<file path="config.mk">
export PLATFORM = sky130hd
export DESIGN_NAME = dot_prod_feeder
export DESIGN_NICKNAME = d
export VERILOG_FILES = /design/src/rtl/dot_prod_feeder.sv
export SDC_FILE = /design/constraint.sdc
export NUM_CORES = 1
export LEC_CHECK = 0
export BUFFER_PORTS_ARGS = -buffer_cell sky130_fd_sc_hd__buf_2
export CORE_AREA = 2 2 204 206
export DETAILED_ROUTE_END_ITERATION = 12
export DIE_AREA = 0 0 206 208
export PLACE_DENSITY = 0.45
export SLEW_MARGIN = 20
export SYNTH_ARGS = -nofsm -noshare
export SYNTH_HDL_FRONTEND = slang
export SYNTH_SLANG_ARGS = --single-unit
</file>
<file path="constraint.sdc">
create_clock -name clk -period 2.8 [get_ports clk]
set_input_delay 0.14 -clock clk [delete_from_list [all_inputs] [get_ports clk]]
set_output_delay 0.14 -clock clk [all_outputs]
set_load 0.005 [all_outputs]
</file>
<file path="src/rtl/dot_prod_feeder.sv">
// Feeds element pairs to the dot-product accumulator from two ping-pong vector banks,
// one vector per free-running (S+1)-cycle frame, with zeros in the gap slot and on idle frames.
module dot_prod_feeder #(
    parameter int S = 9,
    parameter int W = 8
) (
    input  logic         clk,
    input  logic         reset,
    input  logic         wr_valid,
    output logic         wr_ready,
    input  logic [W-1:0] wr_a,
    input  logic [W-1:0] wr_b,
    input  logic         wr_last,
    output logic [W-1:0] a,
    output logic [W-1:0] b,
    output logic         frame_active,
    output logic         sum_valid,
    output logic         len_err
);

    localparam int PW = $clog2(S + 1);
    localparam int IW = (S > 1) ? $clog2(S) : 1;
    localparam logic [PW-1:0] PH_GAP   = PW'(S);
    localparam logic [PW-1:0] PH_LAST  = PW'(S - 1);
    localparam logic [IW-1:0] IDX_LAST = IW'(S - 1);

    typedef enum logic {
        FRAME_IDLE,
        FRAME_ACTIVE
    } frame_t;

    logic [PW-1:0] ph;
    logic [IW-1:0] widx;
    logic          fill_bank;
    logic [1:0]    full;
    frame_t        frame_q, frame_d;
    logic          str_q, str_d;

    logic [W-1:0]  bank_a [2][S];
    logic [W-1:0]  bank_b [2][S];

    logic accept;
    logic fill_done;

    assign wr_ready  = ~full[fill_bank];
    assign accept    = wr_valid & wr_ready;
    assign fill_done = accept & (wr_last | (widx == IDX_LAST));

    // NOTE: sequential state is updated with non-blocking assignments so every
    // register samples pre-edge values regardless of statement order.
    always_ff @(posedge clk or negedge reset) begin
        if (!reset) begin
            ph        <= '0;
            widx      <= '0;
            fill_bank <= 1'b0;
            full      <= 2'b00;
            sum_valid <= 1'b0;
            len_err   <= 1'b0;
        end else begin
            ph      <= (ph == PH_GAP) ? '0 : ph + 1'b1;
            len_err <= accept & (widx == IDX_LAST) & ~wr_last;

            // The accumulator result changes at the gap edge and holds for a whole frame.
            if (ph == PH_GAP)
                sum_valid <= (frame_q == FRAME_ACTIVE);

            if (frame_q == FRAME_ACTIVE && ph == PH_LAST)
                full[str_q] <= 1'b0;

            // The fill bank is empty whenever accept is high, so it never collides with the release above.
            if (fill_done) begin
                full[fill_bank] <= 1'b1;
                widx            <= '0;
                fill_bank       <= ~fill_bank;
            end else if (accept) begin
                widx <= widx + 1'b1;
            end
        end
    end

    // NOTE: the vector banks carry no reset; the full flags gate all use of their
    // contents and every completed vector rewrites all S slots (data or zero pad).
    always_ff @(posedge clk) begin
        if (accept) begin
            for (int j = 0; j < S; j++) begin
                if (IW'(j) == widx) begin
                    bank_a[fill_bank][j] <= wr_a;
                    bank_b[fill_bank][j] <= wr_b;
                end else if (wr_last && IW'(j) > widx) begin
                    bank_a[fill_bank][j] <= '0;
                    bank_b[fill_bank][j] <= '0;
                end
            end
        end
    end

    always_ff @(posedge clk or negedge reset) begin
        if (!reset) begin
            frame_q <= FRAME_IDLE;
            str_q   <= 1'b0;
        end else begin
            frame_q <= frame_d;
            str_q   <= str_d;
        end
    end

    // NOTE: every combinational output gets a default first so no path can infer a latch.
    // With both banks full the current fill target is the older one, since fills alternate.
    always_comb begin
        frame_d = frame_q;
        str_d   = str_q;
        if (ph == PH_GAP) begin
            if (&full) begin
                frame_d = FRAME_ACTIVE;
                str_d   = fill_bank;
            end else if (full[0]) begin
                frame_d = FRAME_ACTIVE;
                str_d   = 1'b0;
            end else if (full[1]) begin
                frame_d = FRAME_ACTIVE;
                str_d   = 1'b1;
            end else begin
                frame_d = FRAME_IDLE;
            end
        end
    end

    always_comb begin
        a            = '0;
        b            = '0;
        frame_active = 1'b0;
        if (frame_q == FRAME_ACTIVE && ph != PH_GAP) begin
            a            = bank_a[str_q][IW'(ph)];
            b            = bank_b[str_q][IW'(ph)];
            frame_active = 1'b1;
        end
    end

endmodule

</file>
# ---- Yosys cells after proc, flatten, opt, wreduce, memory -nomap -nowiden
# Memories as Yosys holds them, arrays and structs flattened.
# Cells that the tools add are included.
# Widths: inputs -> output; s select.
dict set report totals {
  n_memories 2
  regBits 15
  ramBits 288
  word_cells 193
  input_bits 20
}
# memory depth word_bits rd rd_clocked_by_memory_dff write_ports line_no
set memory_table {}
lappend memory_table {bank_a 2 72 1 0 1 39} ;# logic [W-1:0] bank_a [2][S];
lappend memory_table {bank_b 2 72 1 0 1 40} ;# logic [W-1:0] bank_b [2][S];
dict set report op_classes {
  n_reduce_logical 18
  order_cmp 14
  n_addsub 2
  mux 107
  bitwise 30
  n_eq_ne 12
}
# operator count
set ops {}
lappend ops {{$mux 8} 24}
lappend ops {{$mux 1} 74}
lappend ops {{$bmux 8 s4} 2}
lappend ops {{$or 1x1->1} 19}
lappend ops {{$eq 3x4->1 const A} 4}
lappend ops {{$gt 3x4->1 const A} 4}
lappend ops {{$logic_and 1x1->1} 13}
lappend ops {{$eq 4x4->1 const B} 3}
lappend ops {{$mux 4} 3}
lappend ops {{$add 4x1->4 const B} 2}
lappend ops {{$eq 2x4->1 const A} 2}
lappend ops {{$gt 1x4->1 const A} 2}
lappend ops {{$gt 2x4->1 const A} 2}
lappend ops {{$ge 5x5->1 const B} 1}
lappend ops {{$not 4->5} 1}
lappend ops {{$and 1x1->1} 4}
lappend ops {{$eq 1x4->1 const A} 1}
lappend ops {{$eq 4x4->1 const A} 1}
lappend ops {{$gt 4x4->1 const A} 1}
lappend ops {{$logic_not 4->1} 1}
lappend ops {{$lt 1x2->1 const B} 2}
lappend ops {{$mux 2} 2}
lappend ops {{$ne 4x4->1 const B} 1}
lappend ops {{$reduce_and 2->1} 2}
lappend ops {{other kinds (8)} 12}

# ---- Logic depth before layout (Yosys ltp)
# Gate-level depths: netlist (run 1).
dict set report depth {
  depth_word 9
  depth_mapped 7
}

# ---- Worst setup path before layout (run 1)
# Ideal clock, no wire load.
dict set report synth_path {
  path_kind {reg2reg}
  startpoint {register fill_bank}
  endpoint {memory bank_a[1][16] (netlist name) (enable)}
  required_ns 2.386
  slack_ns -0.182
  stages_incl_launch_ff 7
  arrival_ns 2.568
  setup_ns 0.414
  cell_sequence {dfrtp_1 > mux2i_4 > and3_1 > buf_4 > nand2_2 > buf_2 > a21boi_0}
}
dict set report synth_between {
  elab_chain_len 7
  word_cells_on_any_way 9
  cone_classes {mux: 6; bitwise: 3}
}
# element line_no
set synth_lines {}
lappend synth_lines {{start, declared} 34} ;# logic fill_bank;
lappend synth_lines {{start signal, assigned} 74} ;# fill_bank <= ~fill_bank;
lappend synth_lines {{$mux 1 (implied by the code) (*) (2 in series)} 45} ;# assign wr_ready = ~full[fill_bank];
lappend synth_lines {{$not 1->1 (*)} 45}
lappend synth_lines {{net wr_ready} 10} ;# output logic wr_ready,
lappend synth_lines {{$and 1x1->1 (*)} 46} ;# assign accept = wr_valid & wr_ready;
lappend synth_lines {{$mux 1} 84} ;# if (accept) begin
lappend synth_lines {{$mux 1, on equally long branches} {87, 90}}
lappend synth_lines {{$or 1x1->1 (no source line) (*)} -}
lappend synth_lines {{end, declared} 39}
# The timed path passes the listed nets; every way through them passes the cells marked *. The select of a mux whose other input is x is not followed.

# ---- Worst setup path after layout (run 1)
dict set report layout_path {
  startpoint {register ph[1]}
  endpoint {output port b[6]}
}
dict set report layout_between {
  elab_chain_len 5
  word_cells_on_any_way 7
  cone_classes {eq/ne: 1; mux: 4; bitwise: 1; reduce/logical: 1}
}
# element line_no
set layout_lines {}
lappend layout_lines {{start, declared} 32} ;# logic [PW-1:0] ph;
lappend layout_lines {{start signal, assigned} 60} ;# ph <= (ph == PH_GAP) ? '0 : ph + 1'b1;
lappend layout_lines {{$not 4->5 (implied by the code)} 134} ;# b = bank_b[str_q][IW'(ph)];
lappend layout_lines {{$bmux 8 s4} 134}
lappend layout_lines {{$mux 8 (implied by the code) (2 in series)} 134}
lappend layout_lines {{$mux 8 (*)} 132} ;# if (frame_q == FRAME_ACTIVE && ph != PH_GAP) begin
lappend layout_lines {{end, declared} 15} ;# output logic [W-1:0] b,
# Mark *: on every way between the ends. The rest lies on a longest branch, timed or not. The select of a mux whose other input is x is not followed.

==> impl_metrics.env, run 1 <==
export IMPL_netlist_top_cells_area="edfxtp_1 67%, mux4_2 5.6%, and2_1 3.9%, a221oi_1 3.3%, dfrtp_1 2.9%"
export IMPL_syn_nets=802
export IMPL_grt_first_pass_wirelength_microns=51000
export IMPL_antenna_found_initial=0
export IMPL_start_util_pct=31.7
export IMPL_path_clk_slew_ns=0.06
export IMPL_synth_cells=778
export IMPL_core_area_sq_um=40600
export IMPL_drive_above_1_share_pct=26.1
export IMPL_cap_violations=0
export IMPL_setup_viol=0
export IMPL_grt_pass1_vias=7578
export IMPL_netlist_area_sq_um=12900
export IMPL_cts_tree="built"
export IMPL_ys_ff_latch=303
export IMPL_avgSynthCellArea_sq_um=16.5
export IMPL_finClkSkew_ns=0.0103
export IMPL_utilization_pct=37.5
export IMPL_setup_tns_final_ns=0
export IMPL_hold_violations=0
export IMPL_gp_congestion=0.742
export IMPL_ir_worst_vdd_v=0.000567
export IMPL_grt_use_total_pct=16.3
export IMPL_vias=7154
export IMPL_diodes=0
export IMPL_wl_microns=34100
export IMPL_worstMarginPinSlew_ns=0.548
export IMPL_grt_max_degree=36
export IMPL_leakage_nw=5.07
export IMPL_clock_root_buffer="clkbuf_16"
export IMPL_cp_max_fo=25
export IMPL_synth_top_area_cell="edfxtp_1"
export IMPL_async_reset_ff_share_pct=4.95
export IMPL_ant_nets=0
export IMPL_rsz0062_at_grt="no"
export IMPL_cts_buffers=36
export IMPL_final_nets=888
export IMPL_place_hpwl_microns=21300
export IMPL_drtPass1Iterations=5
export IMPL_synth_top_area_share_pct=67.3
export IMPL_grt_overflow=0
export IMPL_timing_final_crit_share_pct=94.3
export IMPL_cts_sinks=303
export IMPL_clock_latency_ns=0.51
export IMPL_slew_headroom_pct=63.4
export IMPL_route_detailed_drc=0
export IMPL_cp_startpoint="ph[1]$_DFF_PN0_"
export IMPL_drv_slew=0
export IMPL_area_delta_synth_final_pct=18.2
export IMPL_finalInstanceArea_sq_um=15200
export IMPL_required_ns=2.66
export IMPL_dpl_cell_area_sq_um=14000
export IMPL_status="completed"
export IMPL_fin_crit_ns=2.64
export IMPL_ys_seq_area_share_pct=70.2
export IMPL_die_area_sq_um=42800
export IMPL_ys_top_cells_by_count="288 x edfxtp_1, 81 x and2_1, 54 x nor2b_1"
export IMPL_ys_warn_count=0
export IMPL_end_kind="output pin"
export IMPL_power_density_nw_per_um2=875
export IMPL_die_w_microns=206
export IMPL_die_y_microns=208
export IMPL_synth_edf_count=288
export IMPL_r2r_start="fill_bank$_DFFE_PN0N_"
export IMPL_vias_per_cell=5.03
export IMPL_max_freq_mhz=379
export IMPL_cts_max_path_buffers=3
export IMPL_wl_per_cell_microns=24.0
export IMPL_drt_iter0_markers=483
export IMPL_hp_class="primary input to flip-flop"
export IMPL_path_class="flip-flop to output pin"
export IMPL_io_pins=40
export IMPL_min_from="wr_b[2]"
export IMPL_synth_most_common_cell="edfxtp_1"
export IMPL_synth_cell_types=42
export IMPL_ys_flop_type="edfxtp_1"
export IMPL_io_buffers=39
export IMPL_reg2reg_slack_ns=0.46
export IMPL_row_count=74
export IMPL_h_tree_depth=2
export IMPL_cp_arrival_ns=2.50
export IMPL_start_kind="flip-flop"
## cells in the final DEF, fill, tap and decap left out, drive strengths merged, types with 5 or more instances in the layout
cell,count
edfxtp,288
o32ai,16
dfrtp,15
a21oi,5
a221oi,48
buf,92
a2bb2oi,16
inv,8
nand2,9
clkbuf,50
and2,81
dlygate4sd3,5
nor2,40
o21ai,10
mux4,32
mux2i,33
mux2,33
clkinv,10
nor2b,54
## critical path, cell delays in order, from the launching register on
cell and delay [ns]:
dfrtp_1 0.42, nor2b_2 0.18, buf_6 0.26, a221oi_1 0.14, o32ai_1 0.31, buf_4 0.17, a2bb2oi_1 0.32, buf_2 0.18
## metrics by stage
stage	hold slack, ns	total power, W	cells	setup WS (ns)
2_1_floorplan	-0.156	0.00778	778	0.0652
6_report	0.0117	0.0133	1422	0.159
5_1_grt	0.000991	0.0139	1422	0.0393
3_5_place_dp	0.0850	0.00900	1350	0.447
4_1_cts	0.00277	0.0135	1422	0.0320
3_3_place_gp	0.0827	0.00896	1350	0.454
## worst paths after layout
check / endpoint / depth (start not counted)
worst max-delay path: b[6] / 7
worst min-delay path: bank_b[1][66]$_DFFE_PP_ / 1
worst max register to register: bank_a[0][22]$_DFFE_PP_ / 5
worst min register to register: sum_valid$_DFFE_PN0P_ / 1
max in group asynchronous: str_q$_DFFE_PN0P_ / 2
min in group asynchronous: sum_valid$_DFFE_PN0P_ / 2
## area by class of cell
| type | instances | area [sq um] |
|---|---|---|
| Clock buffer | 50 | 975 |
| Clock inverter | 14 | 120 |
| Fill cell | 3903 | 25400 |
| Inverter | 7 | 30.0 |
| Multi-Input combinational cell | 419 | 3630 |
| Sequential cell | 303 | 9030 |
| Tap cell | 532 | 666 |
| Timing Repair Buffer | 97 | 742 |
## registers in the layout, indices dropped and copies added (netlist names)
signal     count
bank_a       144
bank_b       144
fill_bank      1
frame_q        1
full           2
len_err        1
ph             4
str_q          1
sum_valid      1
widx           4
## logic make-up after synthesis
group	Yosys count	synth area share [%]
buf+inv	56	1.98
xor+xnor	4	0.273
flops	303	70.2
compound gates	102	6.44
mux	98	11.2
fa+ha+maj	4	0.389
simple gates	211	9.57
## metal layers
| layer | track usage (%) | vias to the layer above | wire [microns] |
|---|---|---|---|
| met3 | 2.10 | 52 | 1120 |
| met1 | 22.7 | 3751 | 15400 |
| li1 | - | 3237 | - |
| met4 | 4.14 | 0 | 676 |
| met5 | 0 | - | 0 |
| met2 | 27.1 | 114 | 16900 |
## repair_timing
| action | in CTS | in global routing |
|---|---|---|
| endpoints found under the setup margin | 7 | 3 |
| cloned | 0 | 0 |
| hold buffers | 5 | 0 |
| setup buffers | 3 | 0 |
| resized for setup | 5 | 2 |
| hold endpoints to repair | 21 | 0 |
## where the power goes
part	internal [W]	total, W	leakage (nW)	switching [W]
clock	0.00261	0.00438	0.534	0.00177
combinational	0.00128	0.00300	1.73	0.00172
sequential	0.00567	0.00591	2.81	0.000240
total	0.00956	0.0133	5.07	0.00373
No activity file was read; power rests on OpenSTA's default activity.
==> run 2: changes to the inputs <==
--- a/config.mk
+++ b/config.mk
@@ -11,4 +11,5 @@
 export DIE_AREA = 0 0 206 208
 export PLACE_DENSITY = 0.45
+export REMOVE_ABC_BUFFERS = 1
 export SLEW_MARGIN = 20
 export SYNTH_ARGS = -nofsm -noshare
==> constraint.sdc (replaced) <==
create_clock -name clk -period 2.8 [get_ports clk]
set_input_delay 0.14 -clock clk [delete_from_list [all_inputs] [get_ports clk]]
set_output_delay 0.14 -clock clk [all_outputs]
set_load 0.01 [all_outputs]
==> run 2 against run 1 <==
First-iteration DRC count rose by 9.1%. Worst setup slack got worse by 0.013 ns. Fmax down 0.48%. Final cell count unchanged. Clock skew grew 0.0031 ns. Combinational power is 3% lower. Non-clock buffer count is 3 higher. Sequential power barely moved. Die area is the same. Highest routed layer unchanged.
==> impl_metrics.env, run 2 (synthesis gave the netlist of run 1 again) <==
export IMPL_status="completed"
export IMPL_vias=7181
export IMPL_hp_class="primary input to flip-flop"
export IMPL_area_delta_synth_final_pct=17.8
export IMPL_die_y_microns=208
export IMPL_final_nets=890
export IMPL_reg_top3="bank_a: 144 flops, bank_b: 144 flops"
export IMPL_cp_common_cell="buf_4"
export IMPL_holdWs_ns=0.0115
export IMPL_cts_tree="built"
export IMPL_h_tree_depth=2
export IMPL_leakage_nw=5.05
export IMPL_place_hpwl_microns=20300
export IMPL_gp_congestion=0.732
export IMPL_path_class="flip-flop to output pin"
export IMPL_worstMarginPinSlew_ns=0.667
export IMPL_cts_resized=0
export IMPL_grt_pass1_vias=7462
export IMPL_slew_headroom_pct=55.2
export IMPL_timing_final_crit_share_pct=94.8
export IMPL_cp_slowest_stage_delay_ns=0.56
export IMPL_hold_violations=0
export IMPL_ir_worst_vdd_v=0.000530
export IMPL_clock_latency_ns=0.51
export IMPL_diodes=0
export IMPL_final_common_cell="edfxtp_1"
export IMPL_cap_violations=0
export IMPL_grt_overflow=0
export IMPL_nFillCells=3818
export IMPL_io_pins=40
export IMPL_grt_max_degree=46
export IMPL_row_count=74
export IMPL_grt_use_total_pct=15.9
export IMPL_end_kind="output pin"
export IMPL_finClkSkew_ns=0.0134
export IMPL_start_kind="flip-flop"
export IMPL_cp_max_fo=9
export IMPL_rsz0062_at_grt="no"
export IMPL_fin_crit_ns=2.65
export IMPL_cp_startpoint="str_q$_DFFE_PN0P_"
export IMPL_cp_arrival_ns=2.51
export IMPL_setup_slack_ns=0.147
export IMPL_drive_above_1_share_pct=25.8
export IMPL_cts_buffers=35
export IMPL_clock_root_buffer="clkbuf_16"
export IMPL_dp_cells=1349
export IMPL_layout_common_cells="288 x edfxtp_1, 81 x and2_1, 51 x nor2b_1"
export IMPL_antenna_found_initial=0
export IMPL_start_util_pct=31.7
export IMPL_power_density_nw_per_um2=869
export IMPL_post_layout_nonfiller_instances=1422
export IMPL_cp_slowest_cell="dfrtp_4"
export IMPL_drtPass1Iterations=5
export IMPL_wl_per_cell_microns=23.5
export IMPL_wl_microns=33500
export IMPL_min_from="wr_a[4]"
export IMPL_io_buffers=39
export IMPL_drt_iter0_markers=527
export IMPL_ant_nets=0
export IMPL_required_ns=2.66
export IMPL_die_area_sq_um=42800
export IMPL_setup_viol=0
export IMPL_cts_sinks=303
export IMPL_path_clk_slew_ns=0.06
export IMPL_dp_slack_ns=0.547
export IMPL_core_area_sq_um=40600
export IMPL_route_detailed_drc=0
export IMPL_cts_max_path_buffers=3
export IMPL_r2r_start="widx[3]$_DFFE_PN0P_"
export IMPL_max_freq_mhz=377
export IMPL_grt_first_pass_wirelength_microns=49700
export IMPL_die_w_microns=206
export IMPL_vias_per_cell=5.05
export IMPL_path_cells="buf_4 -> inv_1 -> buf_4 -> a221oi_1 -> o32ai_1 -> a2bb2oi_1 -> buf_2"
export IMPL_drv_slew=0
export IMPL_utilization_pct=37.3
## run 2: cell count changes in the layout (fill, tap and decap cells not counted), sizes merged
cell,delta
clkbuf,-7
clkinv,+4
inv,-1
dlygate4sd3,+4
buf,-1
clkinvlp,+1
## run 2: final cells by class
type	instances	area, sq um	share of cell area (%)
Multi-Input combinational cell	419	3630	23.9
Inverter	7	26.3	0.174
Sequential cell	303	9030	59.6
Clock inverter	18	134	0.884
Clock buffer	43	948	6.26
Timing Repair Buffer	100	713	4.71
Tap cell	532	666	4.40
## run 2: repair_timing
action                                  4_1_cts  5_1_grt
hold endpoints to repair                     28        2
endpoints found under the setup margin        5        0
setup buffers                                 3        0
hold buffers                                  8        1
## run 2: worst paths after layout
kind	to	slack [ns]	depth (start not counted)
worst max-delay path	b[4]	0.15	7
worst min-delay path	bank_a[0][68]$_DFFE_PP_	0.01	1
worst max register to register	bank_a[0][59]$_DFFE_PP_	0.61	5
worst min register to register	sum_valid$_DFFE_PN0P_	0.52	1
max in group asynchronous	ph[0]$_DFF_PN0_	2.40	2
min in group asynchronous	fill_bank$_DFFE_PN0N_	0.08	2
## run 2: per-stage QoR
stage	power (W)	cell area [sq um]	TNS, ns
final	0.0132	15100	0
after global routing	0.0137	15100	0
after CTS	0.0134	15100	0
after detailed placement	0.00892	13900	0
after global placement	0.00889	13900	0
after floorplan	0.00781	12600	-40.47
## run 2: metal layers
layer,routed length [microns],part of all wire (%),global-route usage (%)
met2,16000,48,25.5
met3,1350,4.0,2.37
met1,15300,46,22.3
met4,775,2.3,4.83
met5,0,0,0
## run 2: where the power goes
part	internal [W]	total (W)	switching [W]
sequential	0.00567	0.00589	0.000220
combinational	0.00120	0.00291	0.00171
clock	0.00258	0.00435	0.00177
total	0.00945	0.0132	0.00370
## run 2: worst max-delay path, delay by kind of cell (launching register included)
kind | cells | cell delay (ns)
DFF | 1 | 0.56
buffers and inverters | 4 | 0.68
AOI/OAI and AO/OA | 3 | 0.75
